**src/rtl/pca_pkg.sv**
```systemverilog
// Shared definitions for the PCA covariance systolic-array sequencer.
//   state_e   : controller FSM states
//   K_MAX_DEF : default maximum inner dimension per tile
//   K_W       : width of an inner-length value for K_MAX_DEF
package pca_pkg;

    localparam int unsigned K_MAX_DEF = 64;
    localparam int unsigned K_W       = $clog2(K_MAX_DEF + 1);

    typedef enum logic [2:0] {
        IDLE,
        CLEAR,
        FEED,
        DRAIN,
        CAPTURE,
        DONE
    } state_e;

endpackage

```
**src/rtl/operand_skew_pipe.sv**
```systemverilog
// Per-lane delay pipe that skews operands into the systolic array.
// Lane l is registered l+1 times, so lane1 reaches the array one cycle after
// lane0 of the same k-step. The pipe always shifts; idle cycles carry zeros.
//   clk, rst : clock, synchronous active-high reset (clears all stages)
//   a_in     : {A[LANES-1],...,A[0]} for the current cycle (zero if no operand)
//   b_in     : {B[LANES-1],...,B[0]} for the current cycle (zero if no operand)
//   a_out    : skewed A lanes to the array
//   b_out    : skewed B lanes to the array
module operand_skew_pipe #(
    parameter int unsigned DATA_WIDTH = 8,
    parameter int unsigned LANES      = 2
) (
    input  logic                          clk,
    input  logic                          rst,
    input  logic [LANES*DATA_WIDTH-1:0]   a_in,
    input  logic [LANES*DATA_WIDTH-1:0]   b_in,
    output logic [LANES*DATA_WIDTH-1:0]   a_out,
    output logic [LANES*DATA_WIDTH-1:0]   b_out
);

    for (genvar l = 0; l < LANES; l++) begin : g_lane
        localparam int unsigned DEPTH = l + 1;

        logic [DATA_WIDTH-1:0] a_q [DEPTH];
        logic [DATA_WIDTH-1:0] a_d [DEPTH];
        logic [DATA_WIDTH-1:0] b_q [DEPTH];
        logic [DATA_WIDTH-1:0] b_d [DEPTH];

        always_comb begin
            a_d[0] = a_in[l*DATA_WIDTH +: DATA_WIDTH];
            b_d[0] = b_in[l*DATA_WIDTH +: DATA_WIDTH];
            for (int s = 1; s < int'(DEPTH); s++) begin
                a_d[s] = a_q[s-1];
                b_d[s] = b_q[s-1];
            end
        end

        always_ff @(posedge clk) begin
            if (rst) begin
                for (int s = 0; s < int'(DEPTH); s++) begin
                    a_q[s] <= '0;
                    b_q[s] <= '0;
                end
            end else begin
                for (int s = 0; s < int'(DEPTH); s++) begin
                    a_q[s] <= a_d[s];
                    b_q[s] <= b_d[s];
                end
            end
        end

        assign a_out[l*DATA_WIDTH +: DATA_WIDTH] = a_q[DEPTH-1];
        assign b_out[l*DATA_WIDTH +: DATA_WIDTH] = b_q[DEPTH-1];
    end

endmodule

```
**src/rtl/systolic_array_controller.sv**
```systemverilog
// Sequencer for the 2x2 covariance systolic array. Clears the array, streams
// one operand column/row pair per k-step into it with lane skew, waits out the
// drain latency, then captures and holds the psum vector for the consumer.
//   clk, rst          : clock, synchronous active-high reset
//   start, k_len      : begin a tile (IDLE only); inner length latched, saturated
//   op_valid/op_ready : operand stream handshake; op_a/op_b carry lane pairs
//   arr_rst           : array clear (rst or CLEAR state)
//   arr_a_in/arr_b_in : skewed operands to the array
//   arr_psum          : psum vector from the array
//   res_valid/ready   : result handshake; res_data holds captured psum
//   busy              : high whenever not IDLE
module systolic_array_controller
    import pca_pkg::*;
#(
    parameter int unsigned DATA_WIDTH   = 8,
    parameter int unsigned K_MAX        = K_MAX_DEF,
    parameter int unsigned DRAIN_CYCLES = 3
) (
    input  logic                         clk,
    input  logic                         rst,
    input  logic                         start,
    input  logic [$clog2(K_MAX+1)-1:0]   k_len,
    input  logic                         op_valid,
    output logic                         op_ready,
    input  logic [2*DATA_WIDTH-1:0]      op_a,
    input  logic [2*DATA_WIDTH-1:0]      op_b,
    output logic                         arr_rst,
    output logic [2*DATA_WIDTH-1:0]      arr_a_in,
    output logic [2*DATA_WIDTH-1:0]      arr_b_in,
    input  logic [8*DATA_WIDTH-1:0]      arr_psum,
    output logic                         res_valid,
    input  logic                         res_ready,
    output logic [8*DATA_WIDTH-1:0]      res_data,
    output logic                         busy
);

    localparam int unsigned KW  = $clog2(K_MAX + 1);
    localparam int unsigned DCW = (DRAIN_CYCLES > 1) ? $clog2(DRAIN_CYCLES) : 1;

    localparam logic [KW-1:0]  KMaxVal   = KW'(K_MAX);
    localparam logic [DCW-1:0] DrainLast = DCW'(DRAIN_CYCLES - 1);

    state_e                  state_q, state_d;
    logic [KW-1:0]           k_len_q, k_len_d;
    logic [KW-1:0]           k_cnt_q, k_cnt_d;
    logic [DCW-1:0]          drain_cnt_q, drain_cnt_d;
    logic                    res_valid_q, res_valid_d;
    logic [8*DATA_WIDTH-1:0] res_data_q, res_data_d;

    logic                    feed;
    logic                    op_hs;
    logic [KW-1:0]           k_len_sat;
    logic [2*DATA_WIDTH-1:0] skew_a, skew_b;

    assign feed      = (state_q == FEED);
    assign op_hs     = op_valid & feed;
    assign k_len_sat = (k_len > KMaxVal) ? KMaxVal : k_len;

    // Cycles without a handshake inject zeros so k-alignment across lanes holds.
    assign skew_a = op_hs ? op_a : '0;
    assign skew_b = op_hs ? op_b : '0;

    always_comb begin
        state_d     = state_q;
        k_len_d     = k_len_q;
        k_cnt_d     = k_cnt_q;
        drain_cnt_d = drain_cnt_q;
        res_valid_d = res_valid_q;
        res_data_d  = res_data_q;

        unique case (state_q)
            IDLE: begin
                if (start) begin
                    state_d = CLEAR;
                    k_len_d = k_len_sat;
                    k_cnt_d = '0;
                end
            end
            CLEAR: begin
                drain_cnt_d = '0;
                state_d     = (k_len_q == '0) ? DRAIN : FEED;
            end
            FEED: begin
                if (op_hs) begin
                    k_cnt_d = k_cnt_q + KW'(1);
                    if (k_cnt_q == k_len_q - KW'(1)) begin
                        state_d     = DRAIN;
                        drain_cnt_d = '0;
                    end
                end
            end
            DRAIN: begin
                drain_cnt_d = drain_cnt_q + DCW'(1);
                if (drain_cnt_q == DrainLast) begin
                    state_d = CAPTURE;
                end
            end
            CAPTURE: begin
                res_data_d  = arr_psum;
                res_valid_d = 1'b1;
                state_d     = DONE;
            end
            DONE: begin
                if (res_ready) begin
                    res_valid_d = 1'b0;
                    state_d     = IDLE;
                end
            end
            default: state_d = IDLE;
        endcase
    end

    always_ff @(posedge clk) begin
        if (rst) begin
            state_q     <= IDLE;
            k_len_q     <= '0;
            k_cnt_q     <= '0;
            drain_cnt_q <= '0;
            res_valid_q <= 1'b0;
            res_data_q  <= '0;
        end else begin
            state_q     <= state_d;
            k_len_q     <= k_len_d;
            k_cnt_q     <= k_cnt_d;
            drain_cnt_q <= drain_cnt_d;
            res_valid_q <= res_valid_d;
            res_data_q  <= res_data_d;
        end
    end

    operand_skew_pipe #(
        .DATA_WIDTH (DATA_WIDTH),
        .LANES      (2)
    ) u_skew (
        .clk   (clk),
        .rst   (rst),
        .a_in  (skew_a),
        .b_in  (skew_b),
        .a_out (arr_a_in),
        .b_out (arr_b_in)
    );

    assign op_ready  = feed;
    assign arr_rst   = rst | (state_q == CLEAR);
    assign res_valid = res_valid_q;
    assign res_data  = res_data_q;
    assign busy      = (state_q != IDLE);

endmodule

```
**config.mk**
```make
export PLATFORM = sky130hd
export DESIGN_NAME = systolic_array_controller
export DESIGN_NICKNAME = d
export VERILOG_FILES = /design/src/rtl/pca_pkg.sv /design/src/rtl/operand_skew_pipe.sv /design/src/rtl/systolic_array_controller.sv
export SDC_FILE = /design/constraint.sdc
export NUM_CORES = 1
export LEC_CHECK = 0
export BUFFER_PORTS_ARGS = -buffer_cell sky130_fd_sc_hd__buf_2
export CAP_MARGIN = 10
export CORE_MARGIN = 4
export CORE_UTILIZATION = 50
export CTS_BUF_LIST = sky130_fd_sc_hd__clkbuf_16
export DETAILED_ROUTE_END_ITERATION = 10
export PLACE_DENSITY = 0.83
export SYNTH_ARGS = -nofsm -noshare
export SYNTH_HDL_FRONTEND = slang
export SYNTH_SLANG_ARGS = --single-unit
```
**constraint.sdc**
```tcl
create_clock -name clk -period 2.6 [get_ports clk]
set_input_delay 0 -clock clk [delete_from_list [all_inputs] [get_ports clk]]
set_output_delay 0 -clock clk [all_outputs]
set_load 0.05 [all_outputs]
```
---- Word-level counts from Yosys, hierarchy flattened ----
Memories as Yosys holds them, arrays and structs flattened.
Index checks and enable logic that the tools add are counted.
word-level totals
  register bits ........................... 84
  bits in writable memories ............... 48
  output and inout port bits .............. 100
  logic and storage cells ................. 74
  memories ................................ 4
operators by class
  $add $sub $neg .......................... 3
  order comparisons ....................... 1
  equality and inequality tests ........... 12
  mux-type cells .......................... 29
  bitwise logic cells ..................... 6
  reductions and logical operators ........ 13
memories
  memory                words  width  read ports  clocked after Yosys merged registers in  write ports  RTL line                 RTL
  u_skew.g_lane[1].a_q  2      8      2           0                                        2            operand_skew_pipe.sv:24  logic [DATA_WIDTH-1:0] a_q [DEPTH];
  u_skew.g_lane[1].b_q  2      8      2           0                                        2            operand_skew_pipe.sv:26  logic [DATA_WIDTH-1:0] b_q [DEPTH];
  u_skew.g_lane[0].a_q  1      8      1           0                                        1            operand_skew_pipe.sv:24
  u_skew.g_lane[0].b_q  1      8      1           0                                        1            operand_skew_pipe.sv:26
operator list
  kind                                                                    count
  8-bit 2-to-1 mux                                                        6
  16-bit 2-to-1 mux                                                       2
  7-bit 2-to-1 mux                                                        3
  3-bit one-hot mux with 6 select lines                                   1
  8-bit OR reduction                                                      2
  3-bit 2-to-1 mux                                                        5
  7-bit one-hot mux with 2 select lines                                   1
  7-bit by 1-bit adder with 7-bit output (second input constant)          1
  7-bit equality test                                                     1
  7-bit greater-than comparator (second input constant)                   1
  7-bit zero test                                                         1
  1-bit 2-to-1 mux                                                        7
  7-bit by 1-bit subtractor with 7-bit output (second input constant)     1
  3-bit by 2-bit equality test with 1-bit output (second input constant)  2
  3-bit equality test (second input constant)                             2
  2-bit != test (second input constant)                                   3
  2-bit one-hot mux with 3 select lines                                   1
  3-bit AND reduction                                                     2
  3-bit nonzero test                                                      2
  1-bit OR                                                                5
  5-bit AND reduction                                                     1
  2-bit 2-to-1 mux                                                        2
  2-bit by 1-bit != test with 1-bit output (second input constant)        2
  2-bit AND reduction                                                     2
  other kinds (7)                                                         8

---- Depth between registers and ports, before layout ----
Gate-level depths: netlist (run 1).
  word-level depth ........................ 5
  depth in mapped cells ................... 7
  gate-level depth less buffers ........... 7

---- Cells and area by module ----
From an unflattened synthesis (run 1), not the netlist that was laid out.
unflattened totals
  cells, all modules ...................... 551
  area, all modules ....................... 4,868.4 um^2
modules (own cells, without submodules)
  module                     times used  cells an instance  area an instance (um^2)  sequential area each (um^2)
  systolic_array_controller  1           450                3,563.4                  1,681.6
  operand_skew_pipe          1           101                1,305.0                  960.9

---- Least setup slack after synthesis (run 1) ----
OpenSTA, ideal clock, no wires.
  path kind ............................... register to register
  from .................................... reg k_len_q[0]
  to ...................................... reg state_q[0]
  library setup time ...................... 0.080 ns
  data arrival time ....................... 1.468 ns
  data required time ...................... 2.520 ns
  setup slack ............................. 1.052 ns
  cell stages (with the launch flop) ...... 7
  path buffers ............................ 0
  clock period less this slack ............ 1.548 ns
  cells stage by stage .................... dfxtp_1 -> inv_1 -> ha_1 -> xor2_1 -> o2111ai_1 -> o41ai_1 -> nor3b_1
between the ends
  word-level cells in the longest chain between the ends .. 4
RTL lines
  item                                                       RTL line                          RTL
  from (decl)                                                systolic_array_controller.sv:44   logic [KW-1:0] k_len_q, k_len_d;
  from (signal assigned)                                     systolic_array_controller.sv:123  k_len_q <= k_len_d;
  7-bit by 1-bit subtractor with 7-bit output                systolic_array_controller.sv:86   if (k_cnt_q == k_len_q - KW'(1)) begin
  7-bit equality test                                        systolic_array_controller.sv:86
  2-bit by 1-bit != test with 1-bit output (no source line)  --
  5-bit AND reduction (no source line)                       --
  to (signal assigned)                                       systolic_array_controller.sv:122  state_q <= state_d;
  to (decl)                                                  systolic_array_controller.sv:43   state_e state_q, state_d;
Parallel ways exist; a longest one is shown, timed or not.
A chain may end at the register's enable or synchronous reset.

---- Final worst setup path (run 1) ----
  from .................................... reg state_q[1]
  to ...................................... reg k_cnt_q[5]
between the ends
  word-level cells in the longest chain between the ends .. 4
RTL lines
  item                                                       RTL line                                                          RTL
  3-bit by 2-bit equality test with 1-bit output             systolic_array_controller.sv:55, systolic_array_controller.sv:71
  1-bit AND                                                  systolic_array_controller.sv:56                                   assign op_hs = op_valid & feed;
  2-bit by 1-bit != test with 1-bit output (no source line)  --
  3-bit AND reduction (no source line)                       --
  to (signal assigned)                                       systolic_array_controller.sv:124                                  k_cnt_q <= k_cnt_d;
  to (decl)                                                  systolic_array_controller.sv:45                                   logic [KW-1:0] k_cnt_q, k_cnt_d;
Parallel ways exist; a longest one is shown, timed or not.

==> results of run 1 <==
==> cell families after synthesis <==
kind of cell,synth area share [%]
adders and majority gates,0.8198
muxes,0.4372
DFF,57.70
AOI/OAI and AO/OA,11.39
and+or+nand+nor,23.91
xor gates and xnor gates,2.295
buffers and inverters,3.443
==> area by class of cell <==
| type | instances | area [um2] |
|---|---|---|
| timing repair buffer | 316 | 2115 |
| sequential | 132 | 2643 |
| clock buffer | 17 | 425.4 |
| multi-input combinational | 348 | 1792 |
| fill | 468 | 1523 |
| inverter | 8 | 30.03 |
| tap | 108 | 135.1 |
| clock inverter | 15 | 143.9 |
==> how the worst max path moves through the flow <==
stage / start / to / depth (start not counted)
2_1_floorplan: k_len_q[0]$_SDFFE_PP0P_ / state_q[0]$_SDFFE_PP0P_ / 6
3_3_place_gp: state_q[1]$_SDFFE_PP0P_ / k_cnt_q[6]$_SDFFE_PP0P_ / 5
3_5_place_dp: state_q[1]$_SDFFE_PP0P_ / k_cnt_q[6]$_SDFFE_PP0P_ / 5
4_1_cts: state_q[1]$_SDFFE_PP0P_ / k_cnt_q[5]$_SDFFE_PP0P_ / 5
5_1_grt: state_q[1]$_SDFFE_PP0P_ / k_cnt_q[5]$_SDFFE_PP0P_ / 5
6_report: state_q[1]$_SDFFE_PP0P_ / k_cnt_q[5]$_SDFFE_PP0P_ / 5
==> sequential cells by signal (all words and copies together) (netlist names) <==
register	flops
u_skew.g_lane.a_q	24
res_valid	1
k_len_q	7
res_data	64
k_cnt_q	7
drain_cnt_q	2
u_skew.g_lane.b_q	24
state_q	3
==> timing repair <==
action	4_1_cts	5_1_grt
hold buffers	104	0
hold endpoints to repair	105	0
setup buffers	0	0
==> per-layer routing <==
layer,global-route usage [%],vias up,wire [um]
li1,-,2313,-
met1,31.70,2268,5886
met2,52.38,302,7986
met3,11.82,48,1543
met4,11.21,0,546
met5,0,-,0
==> power by group <==
group,leakage (nW),internal (mW),switching [mW]
Sequential,1.06,2.05,0.0387
Combinational,1.91,0.233,0.237
Clock,0.280,1.34,0.938
Total,3.25,3.63,1.21
==> cells in the mapped netlist (2+ instances only) <==
cell type,n
nor3_2,3
xnor2_1,6
nand3_1,3
nor3b_1,2
xor2_1,6
o211ai_1,2
nor3_1,4
dfxtp_1,132
inv_1,8
or3_1,4
o41ai_1,3
buf_2,12
nand3b_1,5
a31oi_1,2
nor2b_1,17
a21oi_1,78
nor2_1,11
clkbuf_1,17
nand2b_1,2
ha_1,3
nand4_1,3
nand2_1,145
a22o_1,2
and2_1,33
mux2i_1,2
o21ai_0,5
==> critical path: cells and delay by family, from the launching register on <==
family	cells	cell delay [ns]
AOI/OAI and AO/OA	1	0.24
DFF	1	0.63
muxes	1	0.19
and+or+nand+nor	3	1.01
==> flow_summary.toml, run 1 <==
[placed_design]
numPortBuffers = 207
gp_congestion = 0.8124
place_ws_ns = 0.6740
hpwl_um = 8496
dpl.cell_count = 808
place_area_um2 = 5673

[sta]
grt_setup_unrepaired = "false"
tightest_slew_ns = 0.6381
max-slew-margin-rel_pct = 57.46
fin_crit_sh_pct = 82.77
final.min_clock_period_ns = 2.152
clock_skew_ns = 0.01146
finalHoldViolations = 0
setup_viol = 0
slew_violations = 0
whs_ns = 0.07032
timing.fmax_ghz = 0.4647
setup_ws_ns = 0.4481
tns_ns = 0

[floorplan]
die_h_um = 103.7
chipWidth_um = 103.7
rows = 34
start_util_pct = 52.00
ios = 208
core_um2 = 8806
die_area_um2 = 10750

[yosys]
synth.avg_cell_area_um2 = 8.841
ys_async_sr_fraction_pct = 0
synth-seq-cells = 132
syn_inst = 518
synth_top_area_cell = "dfxtp_1"
yosys_warnings = 0
ys_types = 34
synth_ff_type = "dfxtp_1"
synth.top_cell.area_share_pct = 57.70
syn_nets = 629
synth.yosys.seq_area_share_pct = 57.70
synth_edf_count = 0
synthTopCellsByArea = "dfxtp_1, nand2_1, a21oi_1"
synth_area_um2 = 4579

[worst_setup_path]
criticalPathCategory = "flip-flop to flip-flop"
r2r-start = "state_q[1]$_SDFFE_PP0P_"
ff2ff_path_depth = 5
cp_max_fo = 14
slowest_delay_ns = 0.63
worstPathRequired_ns = 2.91
r2r_end = "k_cnt_q[5]$_SDFFE_PP0P_"
slowest_stage = "dfxtp_1"
critPathLaunchType = "flip-flop"
crit_chain = "mux2i_1, nor3_2, nand4_1, or3_1, a21oi_1"
r2r_slack_ns = 0.45
cp-end-kind = "flip-flop"
worstPathArrival_ns = 2.46

[route]
postRouteAntennaNets = 0
post-route-drc-count = 0
drtIter0Drc = 409
wirelength_um = 15960
vias = 4931
wl_per_cell_um = 16.91
viasPerCell = 5.224
drt_pass1_iterations = 5

[clocking]
clock_path_buffers = 2
cts_tree = "yes"
cts_buffers = 17
h-tree-depth = 4
clk_latency_ns = 0.40
path_clk_slew_ns = 0.06
cts_sinks = 132
cts_root_buf = "clkbuf_16"
cts_resized = 0

[global_route]
grt_max_degree = 66
grt_remaining_overflow = 0
antenna_found_initial = 0
grt_pass1_wl_um = 25980
grt_pass1_vias = 5160
track_usage_pct = 29.59

[final_layout]
nNetsFinal = 934
mostFrequentLayoutCells = "buf_2, nand2_1, dfxtp_1, dlygate4sd3_1, a21oi_1"
layout_commonest_cell = "buf_2"
drive_above_1_share_pct = 29.67
insertedDiodeCount = 0
fin_area_um2 = 7283
stdcell_count = 944
area_delta_synth_final_pct = 59.04
fin_util_pct = 82.71

[power_and_ir_drop]
cellPowerDensity_nw_per_um2 = 664.6
total_power_mw = 4.840
vdd_drop_max_uv = 426.7
leakagePower_nw = 3.254

[min_path]
hold-path-endpoint = "state_q[0]$_SDFFE_PP0P_"
whs_path_depth = 5
hp-start = "start"
hp-class = "primary input to flip-flop"

[status]
status = "completed"

[flow_run]
maxCapViolCount = 0
No activity file was read; power rests on OpenSTA's default activity.
==> run 2: changes to the inputs <==
--- a/config.mk
+++ b/config.mk
@@ -8,10 +8,10 @@
 export BUFFER_PORTS_ARGS = -buffer_cell sky130_fd_sc_hd__buf_2
 export CAP_MARGIN = 10
 export CORE_MARGIN = 4
-export CORE_UTILIZATION = 50
+export CORE_UTILIZATION = 42
 export CTS_BUF_LIST = sky130_fd_sc_hd__clkbuf_16
 export DETAILED_ROUTE_END_ITERATION = 10
-export PLACE_DENSITY = 0.83
+export PLACE_DENSITY = 0.75
 export SYNTH_ARGS = -nofsm -noshare
 export SYNTH_HDL_FRONTEND = slang
 export SYNTH_SLANG_ARGS = --single-unit
==> constraint.sdc (replaced) <==
create_clock -name clk -period 1.7 [get_ports clk]
set_input_delay 0 -clock clk [delete_from_list [all_inputs] [get_ports clk]]
set_output_delay 0 -clock clk [all_outputs]
set_load 0.05 [all_outputs]
==> run 2 against run 1 <==
Against the previous run: count of clock-buffer cells in the layout did not move; combinational power is 65% higher; worst hold slack lost 0.0042 ns; non-clock buffer count increased by 8; critical path type unchanged.
==> flow_summary.toml, run 2 (same netlist as run 1, synthesis figures left out) <==
[power_and_ir_drop]
leakagePower_nw = 3.323
vdd_drop_max_uv = 693.9
p_int_mw = 5.619
switchingPower_mw = 1.928
p_seq_share_pct = 42.2
p_sw_share_pct = 25.55
p_clk_share_pct = 47.5
cellPowerDensity_nw_per_um2 = 1004
comb_power_share_pct = 10.3

[sta]
clock_skew_ns = 0.01101
timing.fmax_ghz = 0.6176
tightest_slew_ns = 0.4362
final.min_clock_period_ns = 1.619
grt_setup_unrepaired = "true"
whs_ns = 0.06608
max-slew-margin-rel_pct = 70.71
fin_crit_sh_pct = 95.25
setup_ws_ns = 0.08071
finalHoldViolations = 0
setup_viol = 0
slew_violations = 0

[worst_setup_path]
cp_max_fo = 6
critPathLaunchType = "flip-flop"
worstPathRequired_ns = 1.98
cp-end-kind = "flip-flop"
criticalPathCategory = "flip-flop to flip-flop"
worstPathArrival_ns = 1.90

[global_route]
grt_pass1_vias = 4814
antenna_found_initial = 0
grt_pass1_wl_um = 22850
track_usage_pct = 22.16
grt_max_degree = 66
grt_remaining_overflow = 0

[final_layout]
fin_area_um2 = 7516
seq_area_um2 = 2648
mostFrequentLayoutCells = "buf_2, nand2_1, dfxtp_1, dlygate4sd3_1, a21oi_1"
fin_util_pct = 71.84
nNetsFinal = 942
drive_above_1_share_pct = 32.23
layout_commonest_cell = "buf_2"
largest_reg_flops = 64
multiInputGateArea_um2 = 1861
area_delta_synth_final_pct = 64.13
insertedDiodeCount = 0
num-fill-cells = 733

[clocking]
clk_latency_ns = 0.41
cts_buffers = 17
cts_sinks = 132
clock_path_buffers = 2
cts_root_buf = "clkbuf_16"
h-tree-depth = 4
path_clk_slew_ns = 0.06
cts_tree = "yes"

[placed_design]
gp_congestion = 0.9189
place_area_um2 = 5791
place_ws_ns = -0.02898
numPortBuffers = 207
hpwl_um = 8517

[route]
viasPerCell = 4.797
drtIter0Drc = 439
wl_per_cell_um = 14.40
vias = 4701
drt_pass1_iterations = 4
postRouteAntennaNets = 0
wirelength_um = 14110
post-route-drc-count = 0

[floorplan]
ios = 208
rows = 37
core_um2 = 10460
die_area_um2 = 12640
die_h_um = 112.4
chipWidth_um = 112.4
start_util_pct = 43.77

[flow_run]
maxCapViolCount = 0

[min_path]
hp-class = "primary input to flip-flop"

[status]
status = "completed"
-- run 2: critical path, stage by stage, from the launching register on --
cell	delay (ns)
dfxtp_2	0.35
inv_2	0.06
ha_4	0.17
xor2_1	0.14
o211ai_1	0.21
a21oi_2	0.12
o41ai_2	0.35
a21oi_1	0.10
-- run 2: stage by stage --
step | cells | power, mW | setup TNS (ns)
4_1_cts | 979 | 7.563 | 0
6_report | 980 | 7.547 | 0
3_3_place_gp | 842 | 3.773 | 0
2_1_floorplan | 518 | 3.554 | 0
3_5_place_dp | 842 | 3.787 | -0.03644
5_1_grt | 980 | 7.830 | -0.03033
-- run 2: power groups by stage --
stage	Clock, mW	Sequential [mW]	Combinational [mW]
after CTS	3.64	3.18	0.743
after floorplan	0	3.28	0.273
final	3.58	3.19	0.777
after detailed placement	0	3.25	0.537
after global placement	0	3.25	0.527
after global routing	3.80	3.19	0.839
-- run 2: path summary, 6_finish.rpt --
path	startpoint	endpoint	slack, ns	cells after the start
worst min register to register	u_skew.g_lane[1].b_q[0][2]$_SDFF_PP0_	u_skew.g_lane[1].b_q[0][10]$_SDFF_PP0_	0.44	1
worst min-delay path	start	k_len_q[6]$_SDFFE_PP0P_	0.07	4
worst max register to register	k_len_q[0]$_SDFFE_PP0P_	drain_cnt_q[1]$_SDFFE_PP0P_	0.08	7
worst max-delay path	k_len_q[0]$_SDFFE_PP0P_	drain_cnt_q[1]$_SDFFE_PP0P_	0.08	7
-- run 2: final cells by class --
| type | instances | share of cell area (%) |
|---|---|---|
| clock inverters | 15 | 2.197 |
| inverters | 8 | 0.3995 |
| repair buffers | 324 | 29.50 |
| well taps | 136 | 2.264 |
| clock buffers | 17 | 5.660 |
| multi-input cells | 348 | 24.75 |
| flip-flops and latches | 132 | 35.23 |
-- run 2: metal layers --
layer / vias to the layer above / GRT usage [%] / share of wire (%) / wire length, um
met4: 0 / 7.612 / 2.2 / 309
met2: 224 / 38.82 / 50 / 7015
li1: 2318 / - / - / -
met3: 27 / 8.032 / 9.5 / 1340
met5: - / 0 / 0 / 0
met1: 2132 / 24.89 / 39 / 5445
-- run 2: repair_timing --
item | CTS | global route
pin swaps | 3 | 5
endpoints found under the setup margin | 4 | 7
resized for setup | 8 | 10
hold buffers | 105 | 0
endpoints found under the hold margin | 105 | 0
gates cloned | 0 | 0
buffers inserted | 0 | 1
==> run 3: changes to the inputs <==
==> constraint.sdc (replaced) <==
create_clock -name clk -period 1.7 [get_ports clk]
set_input_delay 0 -clock clk [delete_from_list [all_inputs] [get_ports clk]]
set_output_delay 0 -clock clk [all_outputs]
set_load 0.005 [all_outputs]
==> run 3 against run 2 <==
Against the previous run: the run now ends with setup timing left; total power down 3.1%; cell area decreased by 0.28%; global-route usage about the same; die area stayed put; combinational power down 10%; count of clock-buffer cells in the layout unchanged; largest cell class unchanged; largest power group unchanged.
==> flow_summary.toml, run 3 (same netlist as run 1, synthesis figures left out) <==
[status]
status = "finished, violations left"
failed_checks = "setup timing"

[clocking]
cts_tree = "yes"
cts_buffers = 17
clock_path_buffers = 2
cts_root_buf = "clkbuf_16"
h-tree-depth = 4
clk_latency_ns = 0.41
cts_sinks = 132
path_clk_slew_ns = 0.06

[worst_setup_path]
ff2ff_path_depth = 8
r2r_slack_ns = -0.001
worstPathRequired_ns = 1.98
critPathLaunchType = "flip-flop"
r2r-start = "k_len_q[0]$_SDFFE_PP0P_"
worstPathArrival_ns = 1.98
cp-end-kind = "flip-flop"
crit_start = "k_len_q[0]$_SDFFE_PP0P_"
cp_max_fo = 6
r2r_end = "drain_cnt_q[1]$_SDFFE_PP0P_"
criticalPathCategory = "flip-flop to flip-flop"

[route]
drt_pass1_iterations = 6
drtIter0Drc = 359
wirelength_um = 14160
post-route-drc-count = 0
postRouteAntennaNets = 0
wl_per_cell_um = 14.45
vias = 4791
viasPerCell = 4.889

[sta]
tightest_slew_ns = 0.4355
setup_viol = 1
fin_crit_sh_pct = 100.1
timing.fmax_ghz = 0.5877
whs_ns = 0.06359
grt_setup_unrepaired = "true"
max-slew-margin-rel_pct = 70.76
finalHoldViolations = 0
slew_violations = 0
setup_ws_ns = -0.001446
clock_skew_ns = 0.006378
final.min_clock_period_ns = 1.701

[final_layout]
insertedDiodeCount = 0
num-fill-cells = 713
nNetsFinal = 942
largest_reg_flops = 64
multiInputGateArea_um2 = 1858
seq_area_um2 = 2646
fin_area_um2 = 7495
drive_above_1_share_pct = 32.11
layout_commonest_cell = "buf_2"
mostFrequentLayoutCells = "buf_2, nand2_1, dfxtp_1, dlygate4sd3_1, a21oi_1"
area_delta_synth_final_pct = 63.66

[power_and_ir_drop]
vdd_drop_max_uv = 675.7
cellPowerDensity_nw_per_um2 = 975.9
leakagePower_nw = 3.315

[global_route]
grt_pass1_wl_um = 22770
grt.met2_usage_pct = 38.38
use_met3_pct = 7.547
grt_pass1_vias = 4741
antenna_found_initial = 0
grt_remaining_overflow = 0
grt_max_degree = 66
track_usage_pct = 22.14
met1_usage_pct = 24.83
grt_busiest_layer = "met2"

[placed_design]
gp_congestion = 0.9030
place_area_um2 = 5796
numPortBuffers = 207
hpwl_um = 8302

[floorplan]
die_area_um2 = 12640
die_h_um = 112.4
rows = 37
core_um2 = 10460
ios = 208
chipWidth_um = 112.4
start_util_pct = 43.77

[min_path]
hp-start = "start"
whs_path_depth = 4
hp-class = "primary input to flip-flop"
hold-path-endpoint = "k_len_q[6]$_SDFFE_PP0P_"

[flow_run]
maxCapViolCount = 0
[run 3: changes by cell type in the layout (fill, tap and decap cells not counted), sizes merged]
cell / before / now
buf: 218 / 219
clkbuf: 18 / 17
clkinvlp: 1 / 2
bufinv: 1 / 0
clkinv: 4 / 2
inv: 17 / 19
[run 3: area by class of cell]
cell class | count | share of cell area [%]
Sequential cell | 132 | 35.31
Inverter | 8 | 0.4007
Multi-Input combinational cell | 348 | 24.79
Clock inverter | 15 | 1.836
Clock buffer | 17 | 5.676
Tap cell | 136 | 2.270
Timing Repair Buffer | 324 | 29.72
[run 3: metal layers]
metal | share of wire (%) | wire length (um)
met5 | 0 | 0
met4 | 2.8 | 393
met3 | 8.8 | 1249
met2 | 49 | 6871
met1 | 40 | 5649
[run 3: report_power, final]
part	total [mW]	internal, mW	switching, mW
logic	0.697	0.393	0.304
clock network	3.43	1.94	1.50
registers	3.18	3.14	0.0417
total	7.31	5.47	1.84
[run 3: repair_timing]
| item | in CTS | in global routing |
|---|---|---|
| gates resized for setup | 7 | 9 |
| pin swaps | 3 | 5 |
| endpoints found under the hold margin | 109 | 0 |
| buffers inserted | 1 | 1 |
| hold buffers | 105 | 0 |
| endpoints found under the setup margin | 3 | 9 |
[run 3: worst max-delay path by stage]
stage                                        endpoint  depth (start not counted)  slack [ns]
after floorplan               state_q[0]$_SDFFE_PP0P_                          6        0.15
after global placement        state_q[0]$_SDFFE_PP0P_                          6        0.07
after detailed placement      state_q[0]$_SDFFE_PP0P_                          6       -0.02
after CTS                 drain_cnt_q[0]$_SDFFE_PP0P_                          6       0.004
after global routing      drain_cnt_q[1]$_SDFFE_PP0P_                          8       -0.08
final                     drain_cnt_q[1]$_SDFFE_PP0P_                          8      -0.001
[run 3: per-stage QoR]
| step | setup WS [ns] | TNS, ns | total power [mW] | cells | utilization (%) |
|---|---|---|---|---|---|
| 2_1_floorplan | 0.1520 | 0 | 3.464 | 518 | - |
| 3_3_place_gp | 0.06633 | 0 | 3.684 | 841 | 55.39 |
| 3_5_place_dp | -0.01882 | -0.01882 | 3.698 | 841 | 55.39 |
| 4_1_cts | 0.003630 | 0 | 7.348 | 979 | 71.21 |
| 5_1_grt | -0.07656 | -0.2000 | 7.597 | 980 | 71.63 |
| 6_report | -0.001446 | -0.001446 | 7.314 | 980 | 71.63 |
[run 3: worst max-delay path: stages (launching register included)]
cell,delay (ns)
dfxtp_2,0.33
inv_2,0.06
ha_4,0.18
xor2_1,0.14
o211ai_1,0.21
a21oi_2,0.10
buf_4,0.15
o41ai_2,0.30
a21oi_1,0.10
